==> config.mk <==
export PLATFORM = sky130hd
export DESIGN_NAME = dmem_arbiter
export DESIGN_NICKNAME = d
export VERILOG_FILES = /design/src/rtl/dmem_arbiter.sv
export SDC_FILE = /design/constraint.sdc
export NUM_CORES = 1
export LEC_CHECK = 0
export ABC_AREA = 0
export ABC_CLOCK_PERIOD_IN_PS = 1900
export CAP_MARGIN = 15
export CORE_AREA = 2 2 132 134
export CTS_CLUSTER_DIAMETER = 40
export CTS_CLUSTER_SIZE = 24
export DETAILED_ROUTE_END_ITERATION = 8
export DIE_AREA = 0 0 134 136
export MAX_ROUTING_LAYER = met4
export PLACE_DENSITY = 0.48
export SKIP_LAST_GASP = 1
export SLEW_MARGIN = 20
export SYNTH_ARGS = -nofsm -noshare
export SYNTH_HDL_FRONTEND = slang
export SYNTH_SLANG_ARGS = --single-unit
==> constraint.sdc <==
create_clock -name clk -period 1.9 [get_ports clk]
set_clock_uncertainty 0.15 [all_clocks]
set_input_delay 0.285 -clock clk [delete_from_list [all_inputs] [get_ports clk]]
set_output_delay 0.285 -clock clk [all_outputs]
set_load 0.1 [all_outputs]
==> src/rtl/dmem_arbiter.sv <==
// dmem_arbiter: shares the single-port data memory between the core MEM stage and a
// debug/loader port. The core wins by default. A pending debug request wins after MAX_WAIT
// lost cycles. d_lock holds ownership so the debug port can run back-to-back bursts.
// Optional statistics counters are built only when DMEM_ARB_STATS_EN is defined.
module dmem_arbiter #(
    parameter int unsigned AW       = 32,
    parameter int unsigned MAX_WAIT = 4,
    parameter int unsigned CNT_W    = 16
) (
    input  logic              clk,
    input  logic              rst,
    input  logic              c_req,
    input  logic              c_we,
    input  logic [AW-1:0]     c_addr,
    input  logic [31:0]       c_wdata,
    input  logic [2:0]        c_funct3,
    output logic              c_stall,
    output logic              c_rvalid,
    output logic [31:0]       c_rdata,
    input  logic              d_req,
    input  logic              d_we,
    input  logic              d_lock,
    input  logic [AW-1:0]     d_addr,
    input  logic [31:0]       d_wdata,
    input  logic [2:0]        d_funct3,
    output logic              d_gnt,
    output logic              d_rvalid,
    output logic [31:0]       d_rdata,
    output logic              m_en,
    output logic              m_we,
    output logic [AW-1:0]     m_addr,
    output logic [31:0]       m_wdata,
    output logic [2:0]        m_funct3,
    input  logic [31:0]       m_rdata,
    output logic [CNT_W-1:0]  stat_stalls,
    output logic [CNT_W-1:0]  stat_dbg_grants
);

    // Wide enough to hold MAX_WAIT; at least one bit so MAX_WAIT=0 still elaborates.
    localparam int unsigned WaitW = (MAX_WAIT > 0) ? $clog2(MAX_WAIT + 1) : 1;
    localparam logic [WaitW-1:0] WaitMax = WaitW'(MAX_WAIT);

    typedef enum logic [0:0] {StNormal, StLock} state_e;

    state_e           state_q, state_d;
    logic [WaitW-1:0] wait_cnt_q, wait_cnt_d;
    logic             rd_core_q, rd_core_d;
    logic             rd_dbg_q, rd_dbg_d;
    logic             c_gnt;

    // Combinational grant decision; everything is forced idle while reset is asserted.
    always_comb begin
        c_gnt = 1'b0;
        d_gnt = 1'b0;
        if (rst) begin
            if (state_q == StLock) begin
                d_gnt = d_req;
            end else begin
                d_gnt = d_req && (!c_req || (wait_cnt_q == WaitMax));
                c_gnt = c_req && !d_gnt;
            end
        end
        c_stall = rst && c_req && !c_gnt;
    end

    // Memory-side mux; fields are zero when nobody is granted.
    always_comb begin
        m_en     = c_gnt | d_gnt;
        m_we     = 1'b0;
        m_addr   = '0;
        m_wdata  = '0;
        m_funct3 = '0;
        if (d_gnt) begin
            m_we     = d_we;
            m_addr   = d_addr;
            m_wdata  = d_wdata;
            m_funct3 = d_funct3;
        end else if (c_gnt) begin
            m_we     = c_we;
            m_addr   = c_addr;
            m_wdata  = c_wdata;
            m_funct3 = c_funct3;
        end
    end

    // Next-state: lock FSM, starvation counter and read-owner tags.
    always_comb begin
        state_d = state_q;
        if (state_q == StNormal) begin
            if (d_gnt && d_lock) state_d = StLock;
        end else begin
            if ((d_gnt && !d_lock) || !d_req) state_d = StNormal;
        end

        wait_cnt_d = '0;
        if (d_req && !d_gnt) begin
            wait_cnt_d = (wait_cnt_q == WaitMax) ? wait_cnt_q : wait_cnt_q + 1'b1;
        end

        rd_core_d = c_gnt && !c_we;
        rd_dbg_d  = d_gnt && !d_we;
    end

    // State registers with synchronous active-low reset.
    always_ff @(posedge clk) begin
        if (!rst) begin
            state_q    <= StNormal;
            wait_cnt_q <= '0;
            rd_core_q  <= 1'b0;
            rd_dbg_q   <= 1'b0;
        end else begin
            state_q    <= state_d;
            wait_cnt_q <= wait_cnt_d;
            rd_core_q  <= rd_core_d;
            rd_dbg_q   <= rd_dbg_d;
        end
    end

    // Read return: data goes to both ports, rvalid qualifies it. Masked during reset so a
    // read interrupted by reset never reports.
    always_comb begin
        c_rvalid = rst && rd_core_q;
        d_rvalid = rst && rd_dbg_q;
        c_rdata  = m_rdata;
        d_rdata  = m_rdata;
    end

`ifdef DMEM_ARB_STATS_EN
    localparam logic [CNT_W-1:0] CntMax = '1;

    logic [CNT_W-1:0] stalls_q, stalls_d;
    logic [CNT_W-1:0] dbg_grants_q, dbg_grants_d;

    // Saturating statistics counters.
    always_comb begin
        stalls_d     = stalls_q;
        dbg_grants_d = dbg_grants_q;
        if (c_stall && (stalls_q != CntMax)) stalls_d = stalls_q + 1'b1;
        if (d_gnt && (dbg_grants_q != CntMax)) dbg_grants_d = dbg_grants_q + 1'b1;
    end

    // Counter registers, cleared by reset.
    always_ff @(posedge clk) begin
        if (!rst) begin
            stalls_q     <= '0;
            dbg_grants_q <= '0;
        end else begin
            stalls_q     <= stalls_d;
            dbg_grants_q <= dbg_grants_d;
        end
    end

    assign stat_stalls     = stalls_q;
    assign stat_dbg_grants = dbg_grants_q;
`else
    assign stat_stalls     = '0;
    assign stat_dbg_grants = '0;
`endif

endmodule

==> qor.txt <==
sequential-to-total area share from yosys stat -> 6.94%
critical path endpoint category -> primary output
met2 GRT Util -> 16.2%
fillers -> 1671
Crit path max-delay family -> buffers and inverters
CTS Sinks -> 6
Post-DP HPWL -> 7.34 mm
final net count -> 550
Peak VDD IR -> 483 uV
Final period util -> 117%
total chip power -> 2.64 mW
startpoint types -> flop
Area Growth Syn to Fin -> 207%
Most Crowded Layer GR -> met2
ANT cells -> 0
register area -> 123 um^2
depth of the CTS H-tree -> 1
CTS Hold Bufs -> 0
Worst EP required -> 1.46 ns
die area -> 18200 um^2
failing checks -> setup timing
pin count of the biggest net entering global routing -> 40
worst r2r path cells -> 7
Synth Flop Type -> dfxtp_1
Post-Syn Area per Cell -> 8.20 um^2
Max-Cap Viols -> 0
drt via density -> 3.53
Total GRT Usage -> 9.27%
r2r setup slk -> 0.32 ns
Ports -> 342
fmax -> 449 MHz
Fin. Hold Viols -> 0
Buf+Inv Stages, Crit Path -> 4
Initial Util -> 10.3%
drt wl/cell -> 16.9 um
clock slew at the register clock pins of the worst setup and hold paths -> 0.03 ns
vias post-DR -> 2111
area of the multi-input gates -> 1500 um^2
Worst Setup Path Type -> reg2out
top post-synthesis cells by area -> buf_4 42%, a22o_1 34%, dfxtp_1 6.9%, buf_6 4.6%, buf_2 2.0%
row count -> 48
Hold Path Sink -> wait_cnt_q[0]
Seq cells post-synth -> 6
met1 usage -> 10.2%
DRC viols -> 0
GRT overflow -> 0
worst hold path type -> reg2reg
DIE WIDTH -> 134 um
synth warn -> 0
share of the synthesized area in the top cell type -> 41.6%
met3 usage -> 1.98%
Critical Path Fanout Max -> 16
slowest stage cell, crit path -> dfxtp_2
CTS buffer count -> 3
Initial DRT Pass Iterations -> 3
Post-synth EDFFs -> 0
Unique masters post-synth -> 20
routability cong. -> 0.656
CTS tree -> yes
Max Slew Vio Count -> 0
first-pass GRT wire length -> 12.7 mm
Core Box Area -> 16900 um^2
Final setup viols -> 71
DP Area -> 4890 um^2
synthesized instance count -> 211
initial DRC count -> 57
Synth async-reset ratio -> 0%
unrepaired setup endpoints after global routing -> true
antenna-violating nets left -> 0
port bufs -> 213
Leak -> 2.27 nW
cell taking the most area after synthesis -> buf_4
clock latency on the worst-skew pair -> 0.23 ns
root buf cell -> clkbuf_16
CTS max path bufs -> 2
crit path launch -> wait_cnt_q[1]
design area -> 5310 um^2
routed wire length -> 10.1 mm
PD cells -> 497 nW/um^2
vias in the first global route -> 2164
post-route minimum period -> 2.23 ns
min-delay src -> wait_cnt_q[0]
status -> complete, but fails checks
fin worst setup slack -> -0.330 ns
Crit path largest cell delay -> 0.32 ns
WHS Path Cells -> 2
Cell Area, Synth -> 1730 um^2
initial antenna violation count -> 0
WP data arrival -> 1.79 ns
Reg-to-Reg Start -> wait_cnt_q[1]
Chip Height -> 136 um
Hold WS -> 0.350 ns
share of cells above drive strength 1 -> 48.5%
crit path cell chain -> inv_2 > ha_4 > nand2_1 > a31oi_4 > buf_4 > clkbuf_16 > a22o_4 > buf_12
Core Util, Final -> 31.4%
RR Endpoint -> rd_dbg_q
-- synthesized netlist by cell type, types with 2 or more instances --
cell / number
ha_1: 2
and2_1: 3
nor2_1: 5
a22o_1: 68
dfxtp_1: 6
buf_4: 96
buf_2: 7
buf_6: 7
inv_1: 3
nand2_1: 4
-- through the flow --
step | TNS [ns] | std cells | worst slack, ns
6_report | -20.76 | 598 | -0.330
5_1_grt | -25.96 | 598 | -0.400
4_1_cts | -24.69 | 587 | -0.383
3_5_place_dp | -28.48 | 578 | -0.442
3_3_place_gp | -27.00 | 578 | -0.429
2_1_floorplan | -2.47 | 242 | -0.0467
-- report_power, final --
part	switching [mW]	internal, mW
combinational	1.30	0.869
sequential	0.00193	0.130
clock	0.0651	0.269
-- how the worst max path moves through the flow --
| stage | endpoint | slack [ns] | depth (start not counted) |
|---|---|---|---|
| global placement | m_addr[1] | -0.43 | 6 |
| finish | m_we | -0.33 | 8 |
| global route | m_wdata[5] | -0.40 | 8 |
| floorplan | m_en | -0.05 | 6 |
| CTS | m_addr[4] | -0.38 | 6 |
| detailed placement | m_addr[4] | -0.44 | 6 |
-- cell type report --
cell class,count,share of cell area [%]
clock buffer,3,1.41
inverter,4,0.283
multi-input combinational,122,28.2
sequential,6,2.31
tap,225,5.31
timing repair buffer,238,62.5
-- layout by cell type (no fill, tap or decap), drive strengths merged --
master           n
clkbuf           9
dfxtp            6
ha               2
clkdlybuf4s50  137
a31oi            1
nor3             2
conb            32
and3             1
dlygate4sd2      1
buf             92
and2             3
inv              4
nand4bb          1
dlymetal6s2s     2
a22o            68
nor2b            1
or2              1
nor4             1
nand2            4
nor2             5
-- repair_timing --
action,in CTS,in global routing
setup endpoints to repair,71,71
cloned,3,8
resized for setup,7,7
buffers inserted,3,4
endpoints found under the hold margin,0,0
pin swaps,1,5
-- metal layers --
metal	vias up	share of wire (%)
met5	-	0
met1	960	37
li1	963	-
met2	146	51
met4	0	3.6
met3	42	8.0
-- tightest hold or removal path: stages (launching register included) --
cell     delay [ns]
dfxtp_2        0.32
buf_4          0.11
nor2_1         0.03
-- logic make-up after synthesis --
kind of cell / count (synthesis) / share of synthesized area, %
AOI/OAI and AO/OA: 69 / 35.6
adders and majority gates: 2 / 1.45
buffers and inverters: 114 / 49.1
DFF: 6 / 6.94
other: 1 / 0.217
and+or+nand+nor: 19 / 6.65
-- flip-flops by register name (all words and copies together) (netlist names) --
signal and flops:
rd_core_q 1, rd_dbg_q 1, state_q 1, wait_cnt_q 3
Note: power is estimated with default switching activity, not from simulation.
